**config.mk**
```make
export PLATFORM = sky130hd
export DESIGN_NAME = imem_boot_ctrl
export DESIGN_NICKNAME = d
export VERILOG_FILES = /design/src/rtl/imem_pkg.sv /design/src/rtl/imem_fetch_pipe.sv /design/src/rtl/imem_boot_ctrl.sv
export SDC_FILE = /design/constraint.sdc
export NUM_CORES = 1
export LEC_CHECK = 0
export CAP_MARGIN = 20
export CORE_ASPECT_RATIO = 1.5
export CORE_UTILIZATION = 30
export CTS_BUF_LIST = sky130_fd_sc_hd__clkbuf_2 sky130_fd_sc_hd__clkbuf_4 sky130_fd_sc_hd__clkbuf_8
export DETAILED_ROUTE_END_ITERATION = 8
export MAX_ROUTING_LAYER = met4
export SLEW_MARGIN = 15
export SYNTH_ARGS = -nofsm -noshare
export SYNTH_HDL_FRONTEND = slang
export SYNTH_SLANG_ARGS = --single-unit
```
**constraint.sdc**
```tcl
create_clock -name clk -period 3.94 [get_ports clk]
set_input_delay 0.591 -clock clk [delete_from_list [all_inputs] [get_ports clk]]
set_output_delay 0.591 -clock clk [all_outputs]
set_load 0.01 [all_outputs]
```
**src/rtl/imem_pkg.sv**
```systemverilog
// Shared types and constants for the instruction-memory boot controller.
package imem_pkg;

  localparam int unsigned ADDR_W_DEF = 11;
  localparam int unsigned DATA_W_DEF = 16;
  localparam logic [15:0] NOP_INSTR  = 16'h0000;

  typedef enum logic [1:0] {
    CLEAR,
    LOAD,
    DRAIN,
    RUN
  } state_t;

endpackage

```
**src/rtl/imem_fetch_pipe.sv**
```systemverilog
// Fetch-side instruction register and 2-stage valid pipe covering the BSRAM read latency.
module imem_fetch_pipe
  import imem_pkg::*;
#(
  parameter int unsigned DATA_W = DATA_W_DEF
) (
  input  logic              clk,
  input  logic              reset,
  input  logic              en,
  input  logic              flush,
  input  logic [DATA_W-1:0] dout,
  output logic [DATA_W-1:0] instr,
  output logic              valid
);

  logic valid_s1;

  // Flush returns the CPU to a NOP with no valid fetch in flight.
  always_ff @(posedge clk) begin
    if (reset || flush) begin
      instr    <= DATA_W'(NOP_INSTR);
      valid_s1 <= 1'b0;
      valid    <= 1'b0;
    end else begin
      valid_s1 <= en;
      valid    <= valid_s1;
      if (en) begin
        instr <= dout;
      end
    end
  end

endmodule

```
**src/rtl/imem_boot_ctrl.sv**
```systemverilog
// Boot sequencer and owner of the instruction BSRAM: loads an image, then serves CPU fetches.
// Optional IMEM_CLEAR_EN: zero the whole BSRAM after reset before accepting the image.
module imem_boot_ctrl
  import imem_pkg::*;
#(
  parameter int unsigned ADDR_W = ADDR_W_DEF,
  parameter int unsigned DATA_W = DATA_W_DEF
) (
  input  logic              clk,
  input  logic              reset,
  input  logic              ld_valid,
  output logic              ld_ready,
  input  logic [ADDR_W-1:0] ld_addr,
  input  logic [DATA_W-1:0] ld_data,
  input  logic              ld_last,
  input  logic              reload,
  input  logic [ADDR_W-1:0] cpu_addr,
  output logic [DATA_W-1:0] cpu_instr,
  output logic              cpu_instr_valid,
  output logic              cpu_run,
  output logic              boot_done,
  output logic [ADDR_W:0]   load_count,
  output logic              mem_ce,
  output logic              mem_wre,
  output logic              mem_oce,
  output logic [ADDR_W-1:0] mem_ad,
  output logic [DATA_W-1:0] mem_din,
  input  logic [DATA_W-1:0] mem_dout
);

  localparam logic [ADDR_W:0] CNT_MAX = {1'b1, {ADDR_W{1'b0}}};
`ifdef IMEM_CLEAR_EN
  localparam state_t RESET_STATE = CLEAR;
`else
  localparam state_t RESET_STATE = LOAD;
`endif

  state_t            state;
  logic [ADDR_W-1:0] waddr;
  logic              accept;
`ifdef IMEM_CLEAR_EN
  logic [ADDR_W-1:0] clr_addr;
`endif

  assign accept  = (state == LOAD) && ld_valid && ld_ready;
  assign mem_oce = 1'b1;
  // The CPU owns the address port only while running.
  assign mem_ad  = (state == RUN) ? cpu_addr : waddr;

  always_ff @(posedge clk) begin
    if (reset) begin
      state      <= RESET_STATE;
      ld_ready   <= 1'b0;
      cpu_run    <= 1'b0;
      boot_done  <= 1'b0;
      load_count <= '0;
      mem_ce     <= 1'b0;
      mem_wre    <= 1'b0;
      mem_din    <= '0;
      waddr      <= '0;
`ifdef IMEM_CLEAR_EN
      clr_addr   <= '0;
`endif
    end else begin
      case (state)
        CLEAR: begin
`ifdef IMEM_CLEAR_EN
          waddr    <= clr_addr;
          mem_din  <= '0;
          mem_ce   <= 1'b1;
          mem_wre  <= 1'b1;
          clr_addr <= clr_addr + 1'b1;
          if (clr_addr == '1) begin
            state    <= LOAD;
            ld_ready <= 1'b1;
          end
`else
          state    <= LOAD;
          ld_ready <= 1'b1;
`endif
        end
        LOAD: begin
          mem_ce   <= accept;
          mem_wre  <= accept;
          ld_ready <= !(accept && ld_last);
          if (accept) begin
            waddr   <= ld_addr;
            mem_din <= ld_data;
            if (load_count != CNT_MAX) begin
              load_count <= load_count + 1'b1;
            end
            if (ld_last) begin
              state <= DRAIN;
            end
          end
        end
        // Final write lands at this edge; the CPU port takes over afterwards.
        DRAIN: begin
          state     <= RUN;
          ld_ready  <= 1'b0;
          mem_ce    <= 1'b1;
          mem_wre   <= 1'b0;
          boot_done <= 1'b1;
          cpu_run   <= 1'b1;
        end
        RUN: begin
          if (reload) begin
            state      <= LOAD;
            ld_ready   <= 1'b1;
            cpu_run    <= 1'b0;
            load_count <= '0;
            mem_ce     <= 1'b0;
            mem_wre    <= 1'b0;
          end
        end
        default: state <= LOAD;
      endcase
    end
  end

  imem_fetch_pipe #(
    .DATA_W(DATA_W)
  ) u_fetch_pipe (
    .clk  (clk),
    .reset(reset),
    .en   (state == RUN),
    .flush((state == RUN) && reload),
    .dout (mem_dout),
    .instr(cpu_instr),
    .valid(cpu_instr_valid)
  );

endmodule

```
* Word-level counts from Yosys, hierarchy flattened
Index checks and enable logic that the tools add are counted.
** Word-level totals
- Output and inout port bits :: 62
- Input port bits :: 59
- Bits in writable memories :: 0
- Memories kept :: 0
- ROM bits :: 0
- Bits in latches :: 0
- Register bits :: 64
** Operators by class
- $mul :: 0
- Bitwise operators :: 0
- $add $sub $neg :: 1
- Reduce and logical (&&, ||, !) cells :: 15
- Multiplexer cells :: 15
- Div/mod/pow operators :: 0
- Shift-type cells :: 0
- Eq/ne operators :: 8
- $lt $le $gt $ge :: 0
** Operators with widths (number)
- 2-to-1 mux 12 bit :: 3
- case mux 12 bit (2 select lines) :: 1
- adder 12 x 1 -> 12 bit (second input constant) :: 1
- inequality test 12 bit (second input constant) :: 1
- 2-to-1 mux 11 bit :: 1
- case mux 2 bit (4 select lines) :: 1
- 2-to-1 mux 2 bit :: 3
- inequality test 2 bit (second input constant) :: 3
- case mux 1 bit (3 select lines) :: 2
- AND reduction 2 bit :: 3
- equality test 2 bit (second input constant) :: 2
- logical AND 1 bit :: 4
- case mux 1 bit (4 select lines) :: 1
- AND reduction 4 bit :: 1
- nonzero test 2 bit :: 2
- AND reduction 3 bit :: 1
- nonzero test 3 bit :: 1
- equality test 2 x 1 -> 1 bit (second input constant) :: 1
- logical NOT 2 bit :: 1
- 2-to-1 mux 1 bit :: 2
- inequality test 2 x 1 -> 1 bit (second input constant) :: 1
- case mux 1 bit (2 select lines) :: 1
- logical NOT 1 bit :: 1
- logical OR 1 bit :: 1

* Depth between registers and ports, before layout
- Depth in word-level cells :: 6
- Mapped depth :: 7
- Mapped depth without buffers :: 6

* Modules after synthesis
From an unflattened synthesis, not the netlist that was laid out.
** Unflattened totals
- Cells, all modules :: 327
- Area, all modules :: 2911.5 sq um
** Modules (own cells, without submodules)
- imem_boot_ctrl :: cells each 268, times used 1, area each 2260.9 sq um
- imem_fetch_pipe :: cells each 59, times used 1, area each 650.6 sq um

* Worst setup path before layout
No wires, ideal clock.
- Path kind :: register to output
- Start point :: register state[1]
- End point :: output port mem_ad[8]
- Stages on the path, launching flop included :: 5
- Slack :: 1858 ps
- Required time :: 3349 ps
- Data arrival time :: 1491 ps
- Path through :: dfxtp_1 -> ha_1 -> clkbuf_1 -> buf_2 -> mux2_2
** On the way
- Longest elaborated chain between the ends :: 2
** Ends and longest elaborated chain
- start: declaration :: line imem_boot_ctrl.sv:38 : state_t state;
- start signal: assignment :: line imem_boot_ctrl.sv:52 : state <= RESET_STATE;
- start signal: assignment :: line imem_boot_ctrl.sv:78 : state <= LOAD;
- start signal: assignment :: line imem_boot_ctrl.sv:93 : state <= DRAIN;
- equality test 2 bit
- named net u_fetch_pipe.en :: line imem_fetch_pipe.sv:9 : input logic en,
- 2-to-1 mux 11 bit :: line imem_boot_ctrl.sv:48 : assign mem_ad = (state == RUN) ? cpu_addr : waddr;
- end: declaration :: line imem_boot_ctrl.sv:26 : output logic [ADDR_W-1:0] mem_ad,
The timed path passes the listed nets, and every way through them passes these cells.

* Worst setup path after layout
- Start point :: register state[0]
- End point :: output port mem_ad[10]
Same word-level chain as after synthesis.

==> flow_summary.toml <==
[status]
status = "complete, no violations"

[clock_network]
holdBufCountCts = 0
clk_pin_slew_ns = 0.07
ctsResizeCount = 0
clk_path_buf_depth = 2
cts_num_sinks = 64
cts_tree = "yes"
htree_levels = 3
post-cts-setup-buffers = 0
root_buffer = "clkbuf_8"
cts_buffers = 9
insertion_delay_ns = 0.35

[pwr]
switching_share_pct = 31.44
p_leak_nw = 1.503
p_per_area_mw_per_mm2 = 517.5
p_switching_w = 0.0006860
vdd_drop_max_v = 0.0002868
clock_power_share_pct = 26.9
p_int_w = 0.001496
sequentialPowerShare_pct = 36.6
pwr-share-comb_pct = 36.5

[synthesis]
synth_top_area_cell = "dfxtp_1"
yosysMostFrequentCell = "dfxtp_1"
synthAdderAreaFrac_pct = 2.283
yosysSeqAreaShare_pct = 46.76
yosysWarnings = 0
synth-xor-area-share_pct = 0
postSynthAreaPerCell_sq_um = 8.457
synthMuxAreaShare_pct = 10.37
netlist-cell-type-count = 40
synth_edf_count = 0
synth.ff_latch_count = 64
synth_commonest_cells = "64 x dfxtp_1, 63 x nand2_1, 43 x a21oi_1"
synthTopCellsByArea = "dfxtp_1 47%, nand2_1 8.6%, a21oi_1 7.9%"
ys.flop_type = "dfxtp_1"
synth_top_family_by_area = "simple AND/OR/NAND/NOR gates"
synth_compound_area_share_pct = 15.16
postSynthCellCount = 324
async_flop_share_pct = 0
synth-simple-area-share_pct = 20.46
netlist_area_sq_mm = 0.002740
yosysTopAreaCellShare_pct = 46.76
synth_fp_nets = 388

[grt]
grt_pass1_wl_microns = 12550
grt-busiest-layer = "met2"
antenna_found_initial = 0
globalRouteMet2Util_pct = 28.04
grt_pass1_vias = 2522
grt.overflow.total = 0
track_usage_pct = 17.75
grtUsageMet1_pct = 20.79
use_met3_pct = 4.291
grt_max_degree = 44

[floorplanning]
placementRows = 42
initial_core_util_pct = 31.04
die_h_microns = 119.1
dieArea_sq_mm = 0.009528
core_area_sq_mm = 0.008828
io_pins = 121
die_w_microns = 80.04

[worst_setup_path]
crit_buf_inv = 1
rrSetupSlack_ns = 1.43
r2r-start = "state[0]"
cp_top_family = "adder cells"
critPathKind = "reg -> out"
arrival_ns = 2.13
worstPathRequired_ns = 3.35
path_depth = 3
critPathMaxFanout = 21
crit_chain = "ha_2 > mux2_2 > clkdlybuf4s50_1"
worst_path_max_delay_cell = "ha_2"
r2r_end = "load_count[6]"
rr_worst_depth = 6
worstSetupEndpointType = "output pin"
worst_setup_path_start_kind = "register"
slowest_delay_ns = 0.51

[timing]
rsz0062_at_grt = "no"
setup_viol = 0
setup_ws_ns = 1.216
min_period_over_period_pct = 69.15
worst_slew_pin_slew_ns = 0.6665
finalHoldViolations = 0
fmax_ghz = 0.3671
layout_min_cycle_time_ns = 2.724
slew_viol_final = 0
slew_headroom_pct = 55.57
finalClockSkew_ns = 0.009419
tns_ns = 0

[detailed_routing]
drc = 0
vias_per_cell = 4.907
firstDrtPassIters = 4
drt_iter0_drc = 140
final_antenna_net_count = 0
vias = 2704
wl_per_cell_microns = 14.21
routed_wl_microns = 7831

[layout]
drive_gt1_share_pct = 7.256
regArea_sq_mm = 0.001281
syn2layout_area_growth_pct = 53.88
n_fill_cell = 873
multi_input_area_sq_mm = 0.001329
final_cells = 551
fin_nets = 500
n_antenna_cell = 0

[placed_design]
place_inst = 534
globalplace.congestion = 0.8071
dp_hpwl_microns = 5495
dp_slack_ns = 1.180
portBuffers = 119

[hold_path]
hold_start = "waddr[6]"
hold_class = "reg -> reg"
hold_depth = 2
min_to = "waddr[6]"

[job]
cap_violations = 0
area by class of cell:
class	count	share of cell area, %
well taps	110	3.264
multi-input cells	229	31.51
inverters	9	0.8012
clock inverters	3	0.9496
clock buffers	13	3.947
repair buffers	123	29.14
flip-flops and latches	64	30.39
layer usage:
| layer | part of all wire [%] | up-vias |
|---|---|---|
| li1 | - | 1352 |
| met5 | 0 | - |
| met3 | 5.8 | 21 |
| met2 | 50 | 101 |
| met1 | 41 | 1230 |
| met4 | 3.0 | 0 |
power groups by stage:
stage,Clock (W),Sequential [W],Combinational (W)
global placement,0,0.000811,0.000792
finish,0.000586,0.000799,0.000797
global route,0.000632,0.000810,0.000869
CTS,0.000606,0.000800,0.000799
detailed placement,0,0.000812,0.000795
floorplan,0,0.000838,0.000414
worst max path at each step:
stage	slack (ns)	end	startpoint
final	1.22	mem_ad[10]	state[0]
after detailed placement	1.18	load_count[1]	ld_valid
after global routing	1.11	mem_ad[4]	state[0]
after floorplan	1.86	mem_ad[8]	state[1]
after CTS	1.19	mem_ad[6]	state[0]
after global placement	1.24	load_count[1]	ld_valid
metrics by stage:
step / area (sq um) / hold slack [ns] / power, W / util, %
floorplan: 2740 / 0.4338 / 0.001252 / -
global placement: 3995 / 0.4420 / 0.001603 / 45.25
detailed placement: 3995 / 0.4459 / 0.001608 / 45.25
CTS: 4202 / 0.4555 / 0.002204 / 47.59
global route: 4217 / 0.4757 / 0.002311 / 47.76
finish: 4217 / 0.4513 / 0.002182 / 47.76
state kept, by name (all words and copies together), names as in the netlist:
| register | cells |
|---|---|
| u_fetch_pipe.valid_s1 | 1 |
| u_fetch_pipe.instr | 16 |
| boot_done | 1 |
| ld_ready | 1 |
| state | 2 |
| mem_din | 16 |
| mem_wre | 1 |
| cpu_run | 1 |
| waddr | 11 |
| u_fetch_pipe.valid | 1 |
| mem_ce | 1 |
| load_count | 12 |
placed cells by master (no fill, tap or decap), types with 4 or more instances in the layout:
cell / synthesis / layout
nor3_1: 5 / 5
clkdlybuf4s50_1: 0 / 119
nand3_1: 8 / 8
nand2_1: 63 / 63
clkbuf_8: 0 / 11
dfxtp_1: 64 / 64
mux2_2: 11 / 11
nor2_1: 28 / 28
inv_1: 9 / 9
ha_1: 5 / 4
nand4_1: 5 / 5
o21ai_0: 4 / 4
mux2i_1: 16 / 16
o31ai_1: 6 / 6
and3_1: 4 / 4
a21oi_1: 43 / 43
worst min-delay path, cell delays in order (launching register included):
cell and delay [ns]:
dfxtp_1 0.31, nand2_1 0.05, a21oi_1 0.05
cells by family after synthesis:
| kind of cell | count (synthesis) |
|---|---|
| AND/OR/NAND/NOR | 126 |
| AO/OA/AOI/OAI | 70 |
| flip-flops | 64 |
| buffers and inverters | 31 |
| multiplexers | 27 |
| adder cells (fa/ha/maj) | 5 |
| other | 1 |
Power figures use the tool's default switching activity.
